**src/rtl/hazard_unit_pkg.sv**
```systemverilog
// Shared definitions for the pipeline hazard controller: forward-select codes,
// the "operand not used" Tuse marker and the per-stage shadow descriptor.
package hazard_unit_pkg;

  localparam logic [1:0] FWD_NONE  = 2'd0;
  localparam logic [1:0] FWD_E     = 2'd1;
  localparam logic [1:0] FWD_M     = 2'd2;
  localparam logic [1:0] FWD_W     = 2'd3;

  localparam logic [1:0] TUSE_NONE = 2'd3;

  localparam int MD_CNT_W = 4;

  typedef struct packed {
    logic [4:0] a3;
    logic [1:0] tnew;
  } stage_desc_t;

endpackage

```
**src/rtl/hazard_unit_if.sv**
```systemverilog
// Hazard-descriptor bundle between the D-stage controller (master) and the
// hazard unit (slave): D-instruction descriptors in, stall/forward selects out.
interface hazard_unit_if;

  logic [4:0] D_rs;
  logic [4:0] D_rt;
  logic [1:0] D_tuse_rs;
  logic [1:0] D_tuse_rt;
  logic [4:0] D_a3;
  logic [1:0] D_tnew;
  logic       D_md_start;
  logic       D_md_div;
  logic       D_md_use;

  logic       stall;
  logic [1:0] fwd_rs_d;
  logic [1:0] fwd_rt_d;
  logic [1:0] fwd_rs_e;
  logic [1:0] fwd_rt_e;
  logic [1:0] fwd_rt_m;
  logic       md_busy;

  modport master (
    output D_rs, D_rt, D_tuse_rs, D_tuse_rt, D_a3, D_tnew,
           D_md_start, D_md_div, D_md_use,
    input  stall, fwd_rs_d, fwd_rt_d, fwd_rs_e, fwd_rt_e, fwd_rt_m, md_busy
  );

  modport slave (
    input  D_rs, D_rt, D_tuse_rs, D_tuse_rt, D_a3, D_tnew,
           D_md_start, D_md_div, D_md_use,
    output stall, fwd_rs_d, fwd_rt_d, fwd_rs_e, fwd_rt_e, fwd_rt_m, md_busy
  );

endinterface

```
**src/rtl/hazard_unit_md_busy_counter.sv**
```systemverilog
// HI/LO busy window: loads the mult/div latency when a multiply/divide sits in
// E, then counts down; busy covers the E cycle itself plus the countdown.
module hazard_unit_md_busy_counter
  import hazard_unit_pkg::*;
(
  input  logic                clk,
  input  logic                reset,
  input  logic                i_load,
  input  logic [MD_CNT_W-1:0] i_load_val,
  output logic                o_busy
);

  logic [MD_CNT_W-1:0] r_count;

  // Load has priority over the decrement of an in-flight count.
  always_ff @(posedge clk or posedge reset) begin
    if (reset) begin
      r_count <= '0;
    end else if (i_load) begin
      r_count <= i_load_val;
    end else if (r_count != '0) begin
      r_count <= r_count - MD_CNT_W'(1);
    end
  end

  assign o_busy = i_load | (r_count != '0);

endmodule

```
**src/rtl/hazard_unit.sv**
```systemverilog
// Five-stage MIPS stall/forward controller: shadows E/M/W destination and
// remaining Tnew, and derives the D stall plus all forward-mux selects.
module hazard_unit
  import hazard_unit_pkg::*;
#(
  parameter int MULT_CYCLES = 5,
  parameter int DIV_CYCLES  = 10
) (
  input  logic         clk,
  input  logic         reset,
  hazard_unit_if.slave hif
);

  logic [4:0]          r_rs_p0;
  logic [4:0]          r_rt_p0;
  stage_desc_t         r_desc_p0;
  logic                r_md_start_p0;
  logic                r_md_div_p0;
  logic [4:0]          r_rt_p1;
  stage_desc_t         r_desc_p1;
  logic [4:0]          r_a3_p2;

  logic                w_stall;
  logic                w_md_busy;
  logic [MD_CNT_W-1:0] w_md_load_val;

  function automatic logic [1:0] sat_dec(input logic [1:0] t);
    return (t == 2'd0) ? 2'd0 : t - 2'd1;
  endfunction

  function automatic logic hit(input logic [4:0] a3, input logic [4:0] r);
    return (a3 == r) && (r != 5'd0);
  endfunction

  function automatic logic need_stall(input stage_desc_t e, input stage_desc_t m,
                                      input logic [4:0] r, input logic [1:0] tuse);
    return (tuse != TUSE_NONE) &&
           ((hit(e.a3, r) && (e.tnew > tuse)) || (hit(m.a3, r) && (m.tnew > tuse)));
  endfunction

  // A stage only supplies a value once its Tnew has reached zero; W always has.
  function automatic logic [1:0] fwd_sel_d(input stage_desc_t e, input stage_desc_t m,
                                           input logic [4:0] w_a3, input logic [4:0] r);
    if (hit(e.a3, r) && (e.tnew == 2'd0))      return FWD_E;
    else if (hit(m.a3, r) && (m.tnew == 2'd0)) return FWD_M;
    else if (hit(w_a3, r))                     return FWD_W;
    else                                       return FWD_NONE;
  endfunction

  function automatic logic [1:0] fwd_sel_e(input stage_desc_t m, input logic [4:0] w_a3,
                                           input logic [4:0] r);
    if (hit(m.a3, r) && (m.tnew == 2'd0)) return FWD_M;
    else if (hit(w_a3, r))                return FWD_W;
    else                                  return FWD_NONE;
  endfunction

  assign w_md_load_val = r_md_div_p0 ? MD_CNT_W'(DIV_CYCLES) : MD_CNT_W'(MULT_CYCLES);

  hazard_unit_md_busy_counter u_md_busy_counter (
    .clk        (clk),
    .reset      (reset),
    .i_load     (r_md_start_p0),
    .i_load_val (w_md_load_val),
    .o_busy     (w_md_busy)
  );

  assign w_stall = need_stall(r_desc_p0, r_desc_p1, hif.D_rs, hif.D_tuse_rs)
                 | need_stall(r_desc_p0, r_desc_p1, hif.D_rt, hif.D_tuse_rt)
                 | (hif.D_md_use & w_md_busy);

  assign hif.stall    = w_stall;
  assign hif.md_busy  = w_md_busy;
  assign hif.fwd_rs_d = fwd_sel_d(r_desc_p0, r_desc_p1, r_a3_p2, hif.D_rs);
  assign hif.fwd_rt_d = fwd_sel_d(r_desc_p0, r_desc_p1, r_a3_p2, hif.D_rt);
  assign hif.fwd_rs_e = fwd_sel_e(r_desc_p1, r_a3_p2, r_rs_p0);
  assign hif.fwd_rt_e = fwd_sel_e(r_desc_p1, r_a3_p2, r_rt_p0);
  assign hif.fwd_rt_m = hit(r_a3_p2, r_rt_p1) ? FWD_W : FWD_NONE;

  always_ff @(posedge clk or posedge reset) begin
    if (reset) begin
      r_rs_p0       <= '0;
      r_rt_p0       <= '0;
      r_desc_p0     <= '0;
      r_md_start_p0 <= 1'b0;
      r_md_div_p0   <= 1'b0;
      r_rt_p1       <= '0;
      r_desc_p1     <= '0;
      r_a3_p2       <= '0;
    end else begin
      // M -> W
      r_a3_p2        <= r_desc_p1.a3;
      // E -> M
      r_rt_p1        <= r_rt_p0;
      r_desc_p1.a3   <= r_desc_p0.a3;
      r_desc_p1.tnew <= sat_dec(r_desc_p0.tnew);
      // D -> E: a stalled D instruction leaves a bubble behind it
      if (w_stall) begin
        r_rs_p0       <= '0;
        r_rt_p0       <= '0;
        r_desc_p0     <= '0;
        r_md_start_p0 <= 1'b0;
        r_md_div_p0   <= 1'b0;
      end else begin
        r_rs_p0        <= hif.D_rs;
        r_rt_p0        <= hif.D_rt;
        r_desc_p0.a3   <= hif.D_a3;
        r_desc_p0.tnew <= hif.D_tnew;
        r_md_start_p0  <= hif.D_md_start;
        r_md_div_p0    <= hif.D_md_div;
      end
    end
  end

endmodule
```
**src/flat_wrapper.sv**
```systemverilog
// flat-port wrapper written by rule: the top's interface ports become plain ports
module hazard_unit_flat import hazard_unit_pkg::*;
#(
  parameter int MULT_CYCLES = 5,
  parameter int DIV_CYCLES  = 10
)
  (clk, reset, hif_D_rs, hif_D_rt, hif_D_tuse_rs, hif_D_tuse_rt, hif_D_a3, hif_D_tnew, hif_D_md_start, hif_D_md_div, hif_D_md_use, hif_stall, hif_fwd_rs_d, hif_fwd_rt_d, hif_fwd_rs_e, hif_fwd_rt_e, hif_fwd_rt_m, hif_md_busy);
  hazard_unit_if hif_i ();
  input  logic clk;
  input  logic reset;
  input wire logic [$bits(hif_i.D_rs)-1:0] hif_D_rs;
  input wire logic [$bits(hif_i.D_rt)-1:0] hif_D_rt;
  input wire logic [$bits(hif_i.D_tuse_rs)-1:0] hif_D_tuse_rs;
  input wire logic [$bits(hif_i.D_tuse_rt)-1:0] hif_D_tuse_rt;
  input wire logic [$bits(hif_i.D_a3)-1:0] hif_D_a3;
  input wire logic [$bits(hif_i.D_tnew)-1:0] hif_D_tnew;
  input wire logic [$bits(hif_i.D_md_start)-1:0] hif_D_md_start;
  input wire logic [$bits(hif_i.D_md_div)-1:0] hif_D_md_div;
  input wire logic [$bits(hif_i.D_md_use)-1:0] hif_D_md_use;
  output wire logic [$bits(hif_i.stall)-1:0] hif_stall;
  output wire logic [$bits(hif_i.fwd_rs_d)-1:0] hif_fwd_rs_d;
  output wire logic [$bits(hif_i.fwd_rt_d)-1:0] hif_fwd_rt_d;
  output wire logic [$bits(hif_i.fwd_rs_e)-1:0] hif_fwd_rs_e;
  output wire logic [$bits(hif_i.fwd_rt_e)-1:0] hif_fwd_rt_e;
  output wire logic [$bits(hif_i.fwd_rt_m)-1:0] hif_fwd_rt_m;
  output wire logic [$bits(hif_i.md_busy)-1:0] hif_md_busy;
  assign hif_i.D_rs = hif_D_rs;
  assign hif_i.D_rt = hif_D_rt;
  assign hif_i.D_tuse_rs = hif_D_tuse_rs;
  assign hif_i.D_tuse_rt = hif_D_tuse_rt;
  assign hif_i.D_a3 = hif_D_a3;
  assign hif_i.D_tnew = hif_D_tnew;
  assign hif_i.D_md_start = hif_D_md_start;
  assign hif_i.D_md_div = hif_D_md_div;
  assign hif_i.D_md_use = hif_D_md_use;
  assign hif_stall = hif_i.stall;
  assign hif_fwd_rs_d = hif_i.fwd_rs_d;
  assign hif_fwd_rt_d = hif_i.fwd_rt_d;
  assign hif_fwd_rs_e = hif_i.fwd_rs_e;
  assign hif_fwd_rt_e = hif_i.fwd_rt_e;
  assign hif_fwd_rt_m = hif_i.fwd_rt_m;
  assign hif_md_busy = hif_i.md_busy;
  hazard_unit #(.MULT_CYCLES(MULT_CYCLES), .DIV_CYCLES(DIV_CYCLES)) u_core (.clk(clk), .reset(reset), .hif(hif_i));
endmodule
```
**config.mk**
```make
export PLATFORM = sky130hd
export DESIGN_NAME = hazard_unit_flat
export DESIGN_NICKNAME = d
export VERILOG_FILES = /design/src/rtl/hazard_unit_pkg.sv /design/src/rtl/hazard_unit_if.sv /design/src/rtl/hazard_unit_md_busy_counter.sv /design/src/rtl/hazard_unit.sv /design/src/flat_wrapper.sv
export SDC_FILE = /design/constraint.sdc
export NUM_CORES = 1
export LEC_CHECK = 0
export ABC_CLOCK_PERIOD_IN_PS = 4300
export BUFFER_PORTS_ARGS = -buffer_cell sky130_fd_sc_hd__buf_2
export CORE_MARGIN = 2
export CORE_UTILIZATION = 38
export DETAILED_ROUTE_END_ITERATION = 16
export PLACE_DENSITY = 0.57
export SYNTH_ARGS = -nofsm -noshare
export SYNTH_HDL_FRONTEND = slang
export SYNTH_SLANG_ARGS = --single-unit
```
**constraint.sdc**
```tcl
create_clock -name clk -period 4.3 [get_ports clk]
set_clock_uncertainty 0.2 [all_clocks]
set_input_delay 0.215 -clock clk [delete_from_list [all_inputs] [get_ports clk]]
set_output_delay 0.215 -clock clk [all_outputs]
set_load 0.05 [all_outputs]
```
==> results.md, run 1 <==
* Clock-pin transition on the worst setup and hold timing paths at roughly 0.09 ns
* Die X at ~84 um
* CP startpoint kind: flop
* Largest net degree at the start of global routing at slightly above 40
* Cells along the critical path: inv_1 > ha_1 > a222oi_1 > nand3_1 > nand3b_4 > buf_2
* Clock Sinks at 40
* First-pass GRT wire length at 9.432 mm
* Post-DR vias/cell at 5.003
* Mapped Area at roughly 2400 um^2
* Synth cell types at 40
* Period Utilization, post-route at 0.7029
* CORE AREA at ~6200 um^2
* Commonest non-fill, non-tap cell in the layout: dfrtp_1
* Worst hold path type: in2reg
* Worst VDD drop at 0.0002952 V
* Port Buffers at 37
* Maxcap violations at 0
* Yosys warnings at 0
* Final Hold Vio Count at 0
* Fmax at 0.3309 GHz
* Outcome: completed
* Most frequent cells in the layout: dfrtp_1, buf_2, xnor2_1
* Clock root buffer: clkbuf_8
* Initial Util at 0.3867
* CP Class: reg2out
* P&R area growth vs syn at 18.30%
* Mean Syn Cell Area at between 9 and 10 um^2
* Flops & latches, synth at 40
* GRT Residual Overflow at 0
* CP Max Fanout at 20
* Most frequently used flop master after synthesis: dfrtp_1
* Clock Path Buffers at 2
* Final slew viol count at 0
* Routed length on met2 at between 2 and 3 mm
* P_leak at roughly 0.0014 uW
* Crit path DAT at 2.61 ns
* H-tree level count at 2
* Via count at about 1,800
* Nets at approximately 330
* # setup viols final at 0
* GPL Wtd Cong at 0.8286
* EDFF count, synth at 0
* DR pass1 iterations at 4
* Worst-margin pin slew at around 0.96 ns
* CTS tree: done
* Gate Count Post-Synth at 247
* Met3 wire length at approximately 290 um
* Wire per inst at 15.12 um
* CP peak stage delay at around 0.67 ns
* N_diodes at 0
* Wl on met1 at about 2.6 mm
* Total CTS buffers at 5
* Total Wirelength at around 5.5 mm
* Die area at between 7000 and 8000 um^2
* Post-synth ARST share at 1.000
* Rel. slew slack at 0.3604
* Min Tclk post-route at 3.022 ns
* Crit-path slowest cell: nand3_1
* Fin util at 0.4575
* Post-route setup TNS at 0 ns
* Drt drc at 0
* GRT Total Usage at 0.1721
* Critical path capture point type: primary output
* Net Count, Synth at 283
* # IOs at 38
* Final Non-Filler Cells at 367
* Critical Path RT at 3.88 ns
* Initial antenna violation count at 0
* Die Ht at around 84 um
* 1st-iter DRT viols at between 70 and 80
* Final ANT Viol Nets at 0
* Detailed placement HPWL at 4.003 mm
* Post-synthesis sequential area ratio at 0.4147
* Vias in the first global route at 1,886
* Layout cells sized above 1 at 0.1897
* Row cnt at 29
* Dpl cells at 348
* RSZ-0062 raised after global routing: false
* Worst hold margin at between 0.01 and 0.015 ns
* Pwr Density at around 430 nW/um^2
* Worst skew pair latency at approximately 0.30 ns
* Top layer used by detailed routing: met4
## power by group
part           internal, uW  total, uW  leakage (uW)  switching [uW]
sequential              435        512      0.000511            76.9
clock                   175        316     0.0000548             141
combinational           176        397      0.000789             221
## what timing repair did
item                      CTS  global route
resized for setup           0             0
hold endpoints to repair   50             0
hold buffers               11             0
buffers inserted            0             0
## cell type report
class	instances	area, um^2
clock buffer	5	68.82
tap	77	96.34
multi-input combinational	179	1280
clock inverter	3	46.29
fill	616	3386
timing repair buffer	51	317.8
inverter	12	45.04
sequential	40	1001
## worst max-delay path: cells and delay by family (launching register included)
family / cells / cell delay [ns]
flops: 1 / 0.39
simple gates: 2 / 0.94
buf+inv: 2 / 0.37
compound gates: 1 / 0.34
fa+ha+maj: 1 / 0.27
## cells in the mapped netlist, drive strengths merged (2+ instances only)
library cell / instances / share of area
clkbuf: 7 / 0.011
nand3: 27 / 0.056
ha: 10 / 0.052
nor4: 8 / 0.021
nor2b: 3 / 0.0078
inv: 12 / 0.019
or4: 3 / 0.011
nor3: 4 / 0.0083
dfrtp: 40 / 0.41
nand4: 4 / 0.010
or2: 2 / 0.0052
nand2b: 4 / 0.010
buf: 9 / 0.025
a21boi: 2 / 0.0062
a2111oi: 2 / 0.0083
xor2: 24 / 0.087
a21oi: 3 / 0.0062
o211ai: 3 / 0.011
a222oi: 2 / 0.0083
xnor2: 32 / 0.12
nand2: 4 / 0.0062
a211oi: 3 / 0.0093
nor2: 27 / 0.042
## layer usage
metal / up-vias / track usage
li1: 916 / -
met1: 873 / 0.2370
met2: 40 / 0.2764
met3: 7 / 0.03462
met4: 0 / 0.04839
met5: - / 0
## cell families after synthesis
kind of cell | Yosys count | synth area share
adders and majority gates | 10 | 0.05184
AOI/OAI and AO/OA | 21 | 0.07205
buffers and inverters | 28 | 0.05495
xor gates and xnor gates | 56 | 0.2032
DFF | 40 | 0.4147
muxes | 2 | 0.008813
and+or+nand+nor | 90 | 0.1944
## per-stage QoR
stage                     cell area [um^2]  power, uW  worst slack [ns]
final                                 2855       1225             1.278
after global routing                  2855       1307             1.046
after CTS                             2855       1234             1.250
after detailed placement              2630      908.9             1.563
after global placement                2630      907.4             1.620
after floorplan                       2414      817.9             1.653
## sequential cells by signal (all words and copies together), names as in the netlist
register                          count
u_core.r_desc_p1                      7
u_core.r_md_div_p0                    1
u_core.r_md_start_p0                  1
u_core.r_a3_p2                        5
u_core.u_md_busy_counter.r_count      4
u_core.r_rt_p1                        5
u_core.r_rs_p0                        5
u_core.r_desc_p0                      7
u_core.r_rt_p0                        5
## path summary, 6_finish.rpt
kind	start	end	slack (ns)	cells after the start
worst min-delay path	hif_D_rt[3]	u_core.r_rt_p0[3]	0.01	3
min in group asynchronous	reset	u_core.r_rt_p0[4]	0.37	4
max in group asynchronous	reset	u_core.r_desc_p0[0]	3.18	4
worst max-delay path	u_core.r_desc_p0[0]	hif_stall	1.28	6
worst max register to register	u_core.u_md_busy_counter.r_count[0]	u_core.r_rs_p0[1]	1.56	8
worst min register to register	u_core.r_desc_p0[4]	u_core.r_desc_p1[4]	0.24	0
No activity file was read; power rests on OpenSTA's default activity.
==> run 2: changes to the inputs <==
ABC_CLOCK_PERIOD_IN_PS = 2880   (was 4300)
clock period = 2.88 ns   (was 4.3 ns; I/O delays follow)
==> run 2 against run 1 <==
  * The run now ends with negative hold slack left
  * Cell count is 3.0% higher
  * Worst setup slack worse by 1.1 ns
  * Clock power is 49% higher
  * Via count is 5.9% higher
  * Global-route usage is 0.14 points lower
  * Combinational power is 55% higher
  * Non-clock buffer count is 11 higher
  * Flip-flop and latch count stayed put
  * Critical endpoint unchanged
  * Largest power group unchanged
==> results.md, run 2 (synthesized netlist as in run 1, its figures left out) <==
* Outcome: finished, violations left
* Failing checks: negative hold slack
* R2r endpoint: u_core.r_desc_p0[2]
* Worst skew pair latency at 0.30 ns (about the same)
* Wire per inst at 15.00 um (-0.79%)
* P_leak at 0.001403 uW (+3.5%)
* First-pass GRT wire length at 9.432 mm (unchanged)
* CP Class: in2out
* Pwr Density at 623.0 nW/um^2 (+45%)
* Die Ht at 83.70 um (unchanged)
* Detailed placement HPWL at 4.239 mm (+5.9%)
* CP startpoint kind: input port
* Cell-internal power at 1187 uW (+51%)
* Clock share of power at 0.254 (-0.004)
* GPL Wtd Cong at 0.8703 (+5.0%)
* Clock Path Buffers at 2 (unchanged)
* Worst hold path type: in2reg
* Largest regs: u_core.r_desc_p0 x7, u_core.r_desc_p1 x7
* Register share of total power at 0.413 (-0.005)
* Via count at 1,944 (+5.9%)
* Net Switching at 662.1 uW (+51%)
* Vias in the first global route at 1,920 (+1.8%)
* Initial Util at 0.3867 (unchanged)
* Logic pwr share at 0.333 (+0.009)
* Rel. slew slack at 0.5863 (+0.2259)
* # IOs at 38 (unchanged)
* Hold Crit Start: hif_D_md_use
* Final Non-Filler Cells at 378 (+3.0%)
* Critical Path RT at 2.54 ns (-1.34 ns)
* # setup viols final at 0 (unchanged)
* Commonest non-fill, non-tap cell in the layout: dfrtp_1
* Dpl cells at 350 (+0.57%)
* Largest net degree at the start of global routing at 26 (-37%)
* Post-route setup TNS at 0 ns (unchanged)
* Row cnt at 29 (unchanged)
* Hold EP: u_core.r_rs_p0[4]
* RSZ-0062 raised after global routing: false
* Total CTS buffers at 5 (unchanged)
* Fmax at about 0.37 GHz
* Sw Ratio at 0.3581 (about the same)
* GRT Total Usage at 0.1707 (-0.001362)
* DR pass1 iterations at 6 (+2)
* Total Wirelength at 5.670 mm (+2.2%)
* Worst hold margin at -0.01199 ns (-0.02222 ns)
* Port Buffers at 37 (unchanged)
* Die X at 83.70 um (unchanged)
* Drt drc at 0 (unchanged)
* Critical path capture point type: primary output
* Clock-pin transition on the worst setup and hold timing paths at 0.08 ns (about the same)
* Period Utilization, post-route at 0.9270
* Final Hold Vio Count at 1 (+1)
* Maxcap violations at 0 (unchanged)
* P&R area growth vs syn at 22.97%
* H-tree level count at 2 (unchanged)
* N_diodes at 0 (unchanged)
* CORE AREA at 6241 um^2 (unchanged)
* 1st-iter DRT viols at 100 (+30%)
* R2R cell count at 6 (-2)
* R2R setup slack at 0.62 ns (-0.94 ns)
* Worst R2R Start: u_core.r_desc_p1[5]
* Final slew viol count at 0 (unchanged)
* Min Tclk post-route at between 2 and 3 ns
* CTS tree: done
* Worst VDD drop at 0.0004212 V (+43%)
* Layout cells sized above 1 at 0.1927 (+0.003036)
* GRT Residual Overflow at 0 (unchanged)
* Worst-margin pin slew at 0.6198 ns (-0.3395 ns)
* Post-DR vias/cell at 5.143 (+2.8%)
* Nets at 336 (+3.4%)
* Total chip power at 1849 uW (+51%)
* Clock Sinks at 40 (unchanged)
* Clock root buffer: clkbuf_8
* CP Max Fanout at 5 (-75%)
* Initial antenna violation count at 0 (unchanged)
* Hold path depth at 4 (+1)
* Die area at 7005 um^2 (unchanged)
* Final ANT Viol Nets at 0 (unchanged)
* Crit path DAT at 2.33 ns (-0.28 ns)
* Most frequent cells in the layout: dfrtp_1, buf_2, xnor2_1
==> run 2: changes by cell type in the layout (fill, tap and decap cells not counted), sizes merged <==
| cell | delta |
|---|---|
| dlygate4sd3 | +9 |
| buf | +2 |
==> run 2: worst max-delay path by stage <==
stage | to | slack [ns] | start | cells after the start
6_report | hif_stall | 0.21 | hif_D_rt[3] | 8
5_1_grt | hif_stall | 0.03 | hif_D_rt[2] | 8
4_1_cts | hif_stall | 0.17 | hif_D_rt[2] | 8
3_5_place_dp | hif_stall | 0.56 | u_core.r_desc_p1[5] | 6
3_3_place_gp | hif_stall | 0.56 | u_core.r_desc_p1[5] | 6
2_1_floorplan | hif_fwd_rt_d[1] | 0.36 | u_core.r_a3_p2[3] | 5
==> run 2: routing by layer <==
metal  wire (um)  global-route usage
met1        2701              0.2334
met2        2723              0.2800
met4          44             0.04399
met5           0                   0
met3         201             0.03165
==> run 2: final cells by class <==
cell class | count | area (um^2)
clock buffer | 5 | 68.82
fill | 617 | 3273
timing repair buffer | 62 | 422.9
tap | 77 | 96.34
multi-input combinational | 179 | 1287
sequential | 40 | 1001
clock inverter | 3 | 46.29
inverter | 12 | 45.04
==> run 2: timing repair <==
action | in CTS | in global routing
hold buffers | 20 | 0
buffers inserted | 0 | 0
setup endpoints to repair | 0 | 1
gates resized for setup | 0 | 1
endpoints found under the hold margin | 34 | 0
==> run 2: power groups by stage <==
stage / clock network, uW / logic [uW] / registers [uW]
floorplan: 0 / 496 / 725
global placement: 0 / 581 / 776
detailed placement: 0 / 591 / 776
CTS: 487 / 616 / 764
global route: 503 / 681 / 780
finish: 470 / 615 / 764
==> run 2: critical path, cell delays in order <==
cell,delay [ns]
dlygate4sd3_1,0.53
buf_2,0.17
xnor2_1,0.20
o211ai_2,0.15
a2111oi_1,0.46
a2bb2oi_2,0.25
nand3b_4,0.16
buf_2,0.26
==> run 2: through the flow <==
stage / utilization / hold slack (ns) / area (um^2) / worst slack (ns)
3_3_place_gp: 0.4238 / 0.04494 / 2645 / 0.5574
6_report: 0.4755 / -0.01199 / 2968 / 0.2102
3_5_place_dp: 0.4238 / 0.05288 / 2645 / 0.5567
4_1_cts: 0.4743 / 0.02317 / 2960 / 0.1727
5_1_grt: 0.4755 / 0.03109 / 2968 / 0.02801
2_1_floorplan: - / 0.06404 / 2414 / 0.3602
